`config.mk`:
```
export PLATFORM = sky130hd
export DESIGN_NAME = fp_compare_pipe
export DESIGN_NICKNAME = d
export VERILOG_FILES = /design/src/rtl/fp_compare_pipe.sv
export SDC_FILE = /design/constraint.sdc
export NUM_CORES = 1
export LEC_CHECK = 0
export BUFFER_PORTS_ARGS = -buffer_cell sky130_fd_sc_hd__buf_4
export CAP_MARGIN = 0
export CORE_MARGIN = 2
export CORE_UTILIZATION = 40
export DETAILED_ROUTE_END_ITERATION = 7
export HOLD_SLACK_MARGIN = 0.12
export PLACE_DENSITY = 0.65
export REMOVE_ABC_BUFFERS = 1
export SLEW_MARGIN = 20
export SYNTH_ARGS = -nofsm -noshare
export SYNTH_HDL_FRONTEND = slang
export SYNTH_SLANG_ARGS = --single-unit
```
`constraint.sdc`:
```
create_clock -name clk -period 2.2 [get_ports clk]
set_input_delay 0.55 -clock clk [delete_from_list [all_inputs] [get_ports clk]]
set_output_delay 0.55 -clock clk [all_outputs]
set_load 0.05 [all_outputs]
```
`src/rtl/fp_compare_pipe.sv`:
```
// fp_compare_pipe: two-stage pipelined IEEE-754 predicate comparator; define FP_CMP_MINMAX_EN to add out_min/out_max
module fp_compare_pipe #(
  parameter int EXP_W = 8,
  parameter int MAN_W = 23,
  parameter int TAG_W = 4
) (
  input  logic                   clk,
  input  logic                   rst,
  input  logic                   in_valid,
  output logic                   in_ready,
  input  logic [EXP_W+MAN_W:0]   in_a,
  input  logic [EXP_W+MAN_W:0]   in_b,
  input  logic [2:0]             in_op,
  input  logic [TAG_W-1:0]       in_tag,
  output logic                   out_valid,
  input  logic                   out_ready,
  output logic                   out_result,
  output logic                   out_invalid,
  output logic [TAG_W-1:0]       out_tag
`ifdef FP_CMP_MINMAX_EN
  ,
  output logic [EXP_W+MAN_W:0]   out_min,
  output logic [EXP_W+MAN_W:0]   out_max
`endif
);
  localparam int W = 1 + EXP_W + MAN_W;
  typedef struct packed {
    logic             a_nan;
    logic             a_snan;
    logic             a_zero;
    logic             b_nan;
    logic             b_snan;
    logic             b_zero;
    logic             mag_gt;
    logic             mag_eq;
    logic             sign_a;
    logic             sign_b;
    logic [2:0]       op;
    logic [TAG_W-1:0] tag;
  } s1_t;
  s1_t s1_in, s1_d, s1_q;
  logic s1_valid_d, s1_valid_q;
  logic out_valid_d, out_valid_q;
  logic out_result_d, out_result_q;
  logic out_invalid_d, out_invalid_q;
  logic [TAG_W-1:0] out_tag_d, out_tag_q;
  logic s1_adv, s2_adv, s2_load;
  logic both_zero, unord, eq, lt, gt, ordered, signaling, res_c, inv_c;
  assign s2_adv   = !out_valid_q || out_ready;
  assign s1_adv   = !s1_valid_q || s2_adv;
  assign in_ready = s1_adv;
  assign s2_load  = s2_adv && s1_valid_q;
  // classify operands and compare raw magnitudes ahead of the first register
  always_comb begin
    s1_in.a_nan  = &in_a[W-2:MAN_W] && |in_a[MAN_W-1:0];
    s1_in.a_snan = &in_a[W-2:MAN_W] && |in_a[MAN_W-1:0] && !in_a[MAN_W-1];
    s1_in.a_zero = ~|in_a[W-2:0];
    s1_in.b_nan  = &in_b[W-2:MAN_W] && |in_b[MAN_W-1:0];
    s1_in.b_snan = &in_b[W-2:MAN_W] && |in_b[MAN_W-1:0] && !in_b[MAN_W-1];
    s1_in.b_zero = ~|in_b[W-2:0];
    s1_in.mag_gt = in_a[W-2:0] > in_b[W-2:0];
    s1_in.mag_eq = in_a[W-2:0] == in_b[W-2:0];
    s1_in.sign_a = in_a[W-1];
    s1_in.sign_b = in_b[W-1];
    s1_in.op     = in_op;
    s1_in.tag    = in_tag;
    s1_valid_d   = s1_adv ? in_valid : s1_valid_q;
    s1_d         = (in_valid && s1_adv) ? s1_in : s1_q;
  end
  // resolve the ordering relation and the selected predicate from stage-1 state
  always_comb begin
    both_zero     = s1_q.a_zero && s1_q.b_zero;
    unord         = s1_q.a_nan || s1_q.b_nan;
    eq            = both_zero || (s1_q.sign_a == s1_q.sign_b && s1_q.mag_eq);
    lt            = !eq && ((s1_q.sign_a != s1_q.sign_b) ? s1_q.sign_a :
                            (s1_q.sign_a ? s1_q.mag_gt : !s1_q.mag_gt));
    gt            = !eq && !lt;
    ordered       = s1_q.op == 3'd0 ? eq  :
                    s1_q.op == 3'd1 ? !eq :
                    s1_q.op == 3'd2 ? lt  :
                    s1_q.op == 3'd3 ? !gt :
                    s1_q.op == 3'd4 ? gt  :
                    s1_q.op == 3'd5 ? !lt :
                    s1_q.op == 3'd7;
    signaling     = s1_q.op >= 3'd2 && s1_q.op <= 3'd5;
    res_c         = unord ? (s1_q.op == 3'd1 || s1_q.op == 3'd6) : ordered;
    inv_c         = s1_q.a_snan || s1_q.b_snan || (unord && signaling);
    out_valid_d   = s2_adv ? s1_valid_q : out_valid_q;
    out_result_d  = s2_load ? res_c : out_result_q;
    out_invalid_d = s2_load ? inv_c : out_invalid_q;
    out_tag_d     = s2_load ? s1_q.tag : out_tag_q;
  end
  // both pipeline stages; reset empties the pipe and clears the visible outputs
  always_ff @(posedge clk or posedge rst) begin
    if (rst) begin
      s1_valid_q    <= 1'b0;
      s1_q          <= '0;
      out_valid_q   <= 1'b0;
      out_result_q  <= 1'b0;
      out_invalid_q <= 1'b0;
      out_tag_q     <= '0;
    end else begin
      s1_valid_q    <= s1_valid_d;
      s1_q          <= s1_d;
      out_valid_q   <= out_valid_d;
      out_result_q  <= out_result_d;
      out_invalid_q <= out_invalid_d;
      out_tag_q     <= out_tag_d;
    end
  end
  assign out_valid   = out_valid_q;
  assign out_result  = out_result_q;
  assign out_invalid = out_invalid_q;
  assign out_tag     = out_tag_q;
`ifdef FP_CMP_MINMAX_EN
  localparam logic [W-1:0] QNAN = {1'b0, {EXP_W{1'b1}}, 1'b1, {(MAN_W-1){1'b0}}};
  logic [W-1:0] a_d, a_q, b_d, b_q, min_c, max_c;
  logic [W-1:0] out_min_d, out_min_q, out_max_d, out_max_q;
  // raw operands ride along stage 1 so stage 2 can pick min/max
  always_comb begin
    a_d = (in_valid && s1_adv) ? in_a : a_q;
    b_d = (in_valid && s1_adv) ? in_b : b_q;
  end
  // NaN operands lose to numbers; both-NaN yields the canonical quiet NaN; -0 < +0
  always_comb begin
    min_c     = (s1_q.a_nan && s1_q.b_nan) ? QNAN : s1_q.a_nan ? b_q : s1_q.b_nan ? a_q :
                both_zero ? {1'b1, {(W-1){1'b0}}} : lt ? a_q : b_q;
    max_c     = (s1_q.a_nan && s1_q.b_nan) ? QNAN : s1_q.a_nan ? b_q : s1_q.b_nan ? a_q :
                both_zero ? '0 : gt ? a_q : b_q;
    out_min_d = s2_load ? min_c : out_min_q;
    out_max_d = s2_load ? max_c : out_max_q;
  end
  // min/max registers share the stage-2 hold behaviour of out_result
  always_ff @(posedge clk or posedge rst) begin
    if (rst) begin
      a_q       <= '0;
      b_q       <= '0;
      out_min_q <= '0;
      out_max_q <= '0;
    end else begin
      a_q       <= a_d;
      b_q       <= b_d;
      out_min_q <= out_min_d;
      out_max_q <= out_max_d;
    end
  end
  assign out_min = out_min_q;
  assign out_max = out_max_q;
`endif
endmodule
```
==> impl_metrics.csv, run 1 <==
group,metric,value,unit
cts,postCtsHoldBufs,0,
cts,cts-root-buf,"clkbuf_8",
synthesis,netlist_instances,251,
placement,dpl.hpwl,4.62,mm
global_route,grt_antenna_before_repair,0,
flow_run,drv_cap,0,
finish,n_antenna_cell,0,
cts,worstSkewPairLatency,0.27,ns
power,p_leak,1.49,nW
placement,gp_congestion,0.877,
cts,cts_buffers,3,
detailed_routing,vias,2110,
detailed_routing,drcViolationCount,0,
setup_path,worstPathRequired,2.37,ns
finish,fill_cells,486,
detailed_routing,drt-vias-per-instance,5.11,
sta,setup_viol,0,
detailed_routing,wire_per_inst,12.8,um
floorplan,dieArea,5670,um^2
power,switchingPower,0.478,mW
power,peakVddDrop,0.000315,V
finish,finalNonFillerCells,413,
hold_path,holdCritPathClass,"input port to asynchronous set/reset pin",
global_route,grt_util_all_layers,0.203,
floorplan,initial_core_util,0.422,
power,intPower,0.892,mW
global_route,grt_pass1_vias,2047,
placement,io_buffers,82,
cts,clock-sinks,25,
finish,area_growth,40.6,%
global_route,grt_pass1_wl,8.90,mm
placement,place_ws,-0.0218,ns
sta,max_slew_margin,0.764,
setup_path,crit_path_end_kind,"register",
setup_path,reg2reg_to,"out_result",
outcome,status,"complete, no violations",
power,switching_share,0.349,
detailed_routing,drtIter0Drc,112,
power,finalPower,1.37,mW
synthesis,yosys.cell_types.count,39,
placement,dp_cells,409,
synthesis,ys_ff_latch,25,
synthesis,ys.flop_type,"dfrtp_1",
sta,finalHoldViolCount,0,
global_route,grt_max_degree,26,
power,seqPwrFrac,0.399,
global_route,gr-total-overflow,0,
setup_path,crit_path_max_fanout,2,
cts,cts_tree,"done",
floorplan,die_h,75.3,um
synthesis,async_flop_share,1.00,
floorplan,rows,25,
synthesis,syn_avg_cell_area,8.10,um^2
sta,fin_crit,1.92,ns
detailed_routing,wl,5.27,mm
setup_path,r2r_start,"s1_q[5]",
finish,fin_util,0.594,
power,power_density,479,nW/um^2
cts,ctsLongestPathBuffers,2,
setup_path,regToRegSetupSlack,0.64,ns
cts,clk_pin_slew,0.09,ns
setup_path,cp-start-kind,"input port",
sta,fin_crit_sh,0.872,
cts,cts_resized,0,
synthesis,syn_area,2030,um^2
power,clockPowerShare,0.202,
synthesis,yosysSeqAreaShare,0.308,
placement,dpl-instance-area,2810,um^2
sta,finClkSkew,0.00577,ns
cts,cts_setup_buffers,0,
setup_path,crit_arrival,2.09,ns
sta,max_slew.worst_pin.slew,0.352,ns
cts,htree_levels,1,
power,combPwrFrac,0.398,
sta,grt_setup_unrepaired,"no",
sta,max_freq,0.521,GHz
floorplan,core_area,4820,um^2
setup_path,crit_type,"input port to register",
sta,slew_viol_final,0,
finish,fin_nets,453,
floorplan,io_pins,83,
finish,final_area,2860,um^2
setup_path,rr_worst_depth,5,
sta,worst_slack,0.282,ns
finish,drive_gt1_frac,0.315,
floorplan,dieWidth,75.3,um
detailed_routing,dr.pass1.iters,5,
synthesis,synth_edf_count,0,
detailed_routing,ant_nets,0,
synthesis,ys_warn_count,0,
## area by class of cell
cell class	instances	area, um^2	share of cell area
clock inverters	1	7.51	0.00263
clock buffers	3	41.3	0.0144
repair buffers	94	706	0.247
multi-input cells	189	1270	0.443
inverters	34	128	0.0446
well taps	67	83.8	0.0293
flip-flops and latches	25	626	0.219
## kinds of logic (layout without fill, tap and decap cells)
logic type	Yosys count	count (layout)	share of synthesized area
mux	5	5	0.0271
fa+ha+maj	31	31	0.191
flops	25	25	0.308
simple gates	113	113	0.276
buf+inv	37	132	0.0689
xor+xnor	1	1	0.00431
compound gates	39	39	0.126
## placed cells by master (no fill, tap or decap), types with 2 or more instances in the layout
cell type and instances:
buf_4 94, nand2_1 53, inv_1 34, ha_1 31, dfrtp_1 25, nor4_1 14, nand4_1 11, nor2_1 10
a21oi_1 9, o21ai_0 9, nor3_1 6, nand2b_1 6, a211oi_1 4, mux2_2 4, o211ai_1 3, nand3_1 3
clkbuf_8 3, a211o_1 2, or2_2 2, or4_1 2, o21ai_1 2, a22o_1 2
## synth_stat cells (all sizes together), types with 2 or more instances
| cell type | n | share of area |
|---|---|---|
| a211o | 2 | 0.0086 |
| a211oi | 4 | 0.015 |
| a21oi | 9 | 0.022 |
| a22o | 2 | 0.0086 |
| buf | 2 | 0.0043 |
| dfrtp | 25 | 0.31 |
| ha | 31 | 0.19 |
| inv | 34 | 0.063 |
| mux2 | 4 | 0.022 |
| nand2 | 53 | 0.098 |
| nand2b | 6 | 0.018 |
| nand3 | 3 | 0.0074 |
| nand4 | 12 | 0.040 |
| nor2 | 10 | 0.018 |
| nor3 | 7 | 0.020 |
| nor4 | 14 | 0.043 |
| o211ai | 3 | 0.011 |
| o21ai | 11 | 0.027 |
| or2 | 2 | 0.0062 |
| or4 | 3 | 0.013 |
## state kept, by name (all words and copies together) (netlist names)
signal and cells:
out_result 1, out_valid 1, s1_valid_q 1, s1_q 17
out_tag 4, out_invalid 1
## metal layers
layer,share of wire,wire length (um),global-route usage
met2,0.47,2500,0.346
met5,0,0,0
met4,0.0099,52,0.0526
met1,0.45,2370,0.274
met3,0.065,345,0.0251
## through the flow
step | setup TNS, ns | hold WS (ns)
global route | 0 | 0.345
global placement | 0 | 0.457
CTS | 0 | 0.320
floorplan | 0 | 0.442
detailed placement | -0.0218 | 0.466
finish | 0 | 0.311
## worst max path at each step
stage	startpoint	endpoint	cells past startpoint	slack, ns
after floorplan	out_valid	s1_q[12]	4	0.13
after global placement	in_a[29]	s1_q[10]	7	0.006
after detailed placement	in_b[13]	s1_q[10]	8	-0.02
after CTS	in_a[28]	s1_q[10]	7	0.27
after global routing	in_b[29]	s1_q[10]	8	0.17
final	in_a[28]	s1_q[10]	7	0.28
## power by group through the flow
stage,registers (mW),clock network (mW),logic [mW]
2_1_floorplan,0.642,0,0.215
3_3_place_gp,0.555,0,0.541
3_5_place_dp,0.557,0,0.548
4_1_cts,0.547,0.289,0.550
5_1_grt,0.555,0.305,0.607
6_report,0.547,0.277,0.545
## worst max-delay path: stages
cell	delay (ns)
buf_4	0.11
ha_1	0.30
nand4_2	0.12
nor3_2	0.23
nand2_1	0.10
or4_4	0.54
o221a_2	0.13
Power figures use the tool's default switching activity.
==> inputs of run 2 (changes only) <==
--- a/config.mk
+++ b/config.mk
@@ -7,7 +7,6 @@
 export LEC_CHECK = 0
 export BUFFER_PORTS_ARGS = -buffer_cell sky130_fd_sc_hd__buf_4
 export CAP_MARGIN = 0
-export CORE_MARGIN = 2
 export CORE_UTILIZATION = 40
 export DETAILED_ROUTE_END_ITERATION = 7
 export HOLD_SLACK_MARGIN = 0.12
==> run 2 against run 1 <==
Clock skew is 0.0025 ns lower. Largest cell class unchanged. Register-to-register slack hardly changed. Worst setup slack worse by 0.0035 ns. Via count is 1.4% higher. Largest power group unchanged. Non-clock buffer count is 1 lower.
==> impl_metrics.csv, run 2 (synthesized netlist as in run 1, its figures left out) <==
group,metric,value,unit
global_route,grt_util_all_layers,0.208,
finish,area_growth,40.2,%
power,peakVddDrop,0.000274,V
floorplan,dieArea,5370,um^2
detailed_routing,vias,2139,
cts,cts_resized,0,
power,p_leak,1.49,nW
detailed_routing,dr.pass1.iters,4,
cts,postCtsHoldBufs,0,
setup_path,cpPeakStageDelay,0.54,ns
setup_path,crit_path_end_kind,"register",
cts,ctsLongestPathBuffers,2,
placement,gp_congestion,0.808,
placement,place_ws,-0.0230,ns
setup_path,crit_path_max_fanout,2,
placement,dp_cells,408,
cts,htree_levels,1,
finish,largest_reg_flops,17,
global_route,grt_pass1_vias,2046,
finish,final_common_cell,"buf_4",
global_route,grt_pass1_wl,8.79,mm
setup_path,crit_type,"input port to register",
global_route,grt_max_degree,26,
finish,fill_cells,491,
global_route,gr-total-overflow,0,
setup_path,path_cells,"buf_4, ha_1, nand4_2, nor3_2, nand2_1, or4_4, o221a_2",
cts,cts_buffers,3,
cts,cts_tree,"done",
sta,whs,0.322,ns
detailed_routing,ant_nets,0,
floorplan,core_area,4820,um^2
finish,drive_gt1_frac,0.313,
hold_path,holdCritPathClass,"input port to asynchronous set/reset pin",
setup_path,worstPathRequired,2.37,ns
detailed_routing,wire_per_inst,12.6,um
sta,setup_viol,0,
cts,worstSkewPairLatency,0.27,ns
sta,worst_slack,0.279,ns
sta,max_freq,0.520,GHz
setup_path,crit_arrival,2.09,ns
placement,dpl.hpwl,4.50,mm
finish,n_antenna_cell,0,
floorplan,die_h,73.3,um
finish,final_cell_mix,"93 x buf_4, 53 x nand2_1, 34 x inv_1",
detailed_routing,wl,5.20,mm
setup_path,crit_slowest_cell,"or4_4",
cts,cts_setup_buffers,0,
sta,finalHoldViolCount,0,
sta,max_slew.worst_pin.slew,0.315,ns
floorplan,rows,25,
detailed_routing,drtIter0Drc,121,
flow_run,drv_cap,0,
cts,clock-sinks,25,
finish,largest_register,"s1_q",
setup_path,path_buf_inv,1,
setup_path,cp-start-kind,"input port",
outcome,status,"complete, no violations",
cts,clk_pin_slew,0.09,ns
floorplan,initial_core_util,0.422,
finish,fin_nets,452,
placement,io_buffers,82,
sta,finClkSkew,0.00328,ns
detailed_routing,drcViolationCount,0,
setup_path,cp_top_family,"simple AND/OR/NAND/NOR gates",
floorplan,io_pins,83,
global_route,grt_antenna_before_repair,0,
power,power_density,480,nW/um^2
sta,grt_setup_unrepaired,"no",
finish,finalNonFillerCells,412,
cts,cts-root-buf,"clkbuf_8",
sta,fin_crit_sh,0.873,
sta,fin_crit,1.92,ns
sta,slew_viol_final,0,
detailed_routing,drt-vias-per-instance,5.19,
floorplan,dieWidth,73.3,um
sta,max_slew_margin,0.787,
run 2: cell count changes in the layout (fill, tap and decap cells not counted):
cell | before | now
buf_4 | 94 | 93
run 2: layer usage:
metal,routed length (um),global-route usage,part of all wire
met3,306,0.0123,0.059
met1,2410,0.283,0.46
met4,34,0.0449,0.0065
met2,2450,0.364,0.47
met5,0,0,0
run 2: tightest hold or removal path, cell delays in order:
cell	delay (ns)
buf_4	0.11
inv_1	0.04
buf_4	0.30
run 2: report_power, final:
part	switching, mW	internal [mW]	total (mW)
Combinational	0.293	0.250	0.544
Clock	0.149	0.128	0.278
Sequential	0.0370	0.511	0.549
Total	0.479	0.890	1.37
run 2: worst paths after layout:
check,slack [ns],cells after the start,from,endpoint
setup / recovery,0.28,7,in_a[29],s1_q[10]
hold reg to reg,0.48,2,s1_q[1],s1_q[1]
setup reg to reg,0.63,5,s1_q[5],out_result
max in group asynchronous,1.63,3,rst,s1_q[13]
hold / removal,0.32,3,rst,s1_q[3]
min in group clk,0.46,3,in_tag[0],s1_q[0]
run 2: cell type report:
class,count,area (um^2),share of cell area
Clock buffer,3,41.3,0.0145
Clock inverter,1,7.51,0.00263
Inverter,34,128,0.0448
Multi-Input combinational cell,189,1270,0.444
Sequential cell,25,626,0.219
Tap cell,67,83.8,0.0294
Timing Repair Buffer,93,698,0.245
run 2: stage by stage:
| stage | util | instance area [um^2] | setup TNS [ns] | total power [mW] |
|---|---|---|---|---|
| after CTS | 0.592 | 2850 | 0 | 1.39 |
| after floorplan | - | 2020 | 0 | 0.857 |
| after detailed placement | 0.582 | 2800 | -0.0230 | 1.10 |
| after global routing | 0.592 | 2850 | 0 | 1.46 |
| after global placement | 0.582 | 2800 | 0 | 1.10 |
| final | 0.592 | 2850 | 0 | 1.37 |
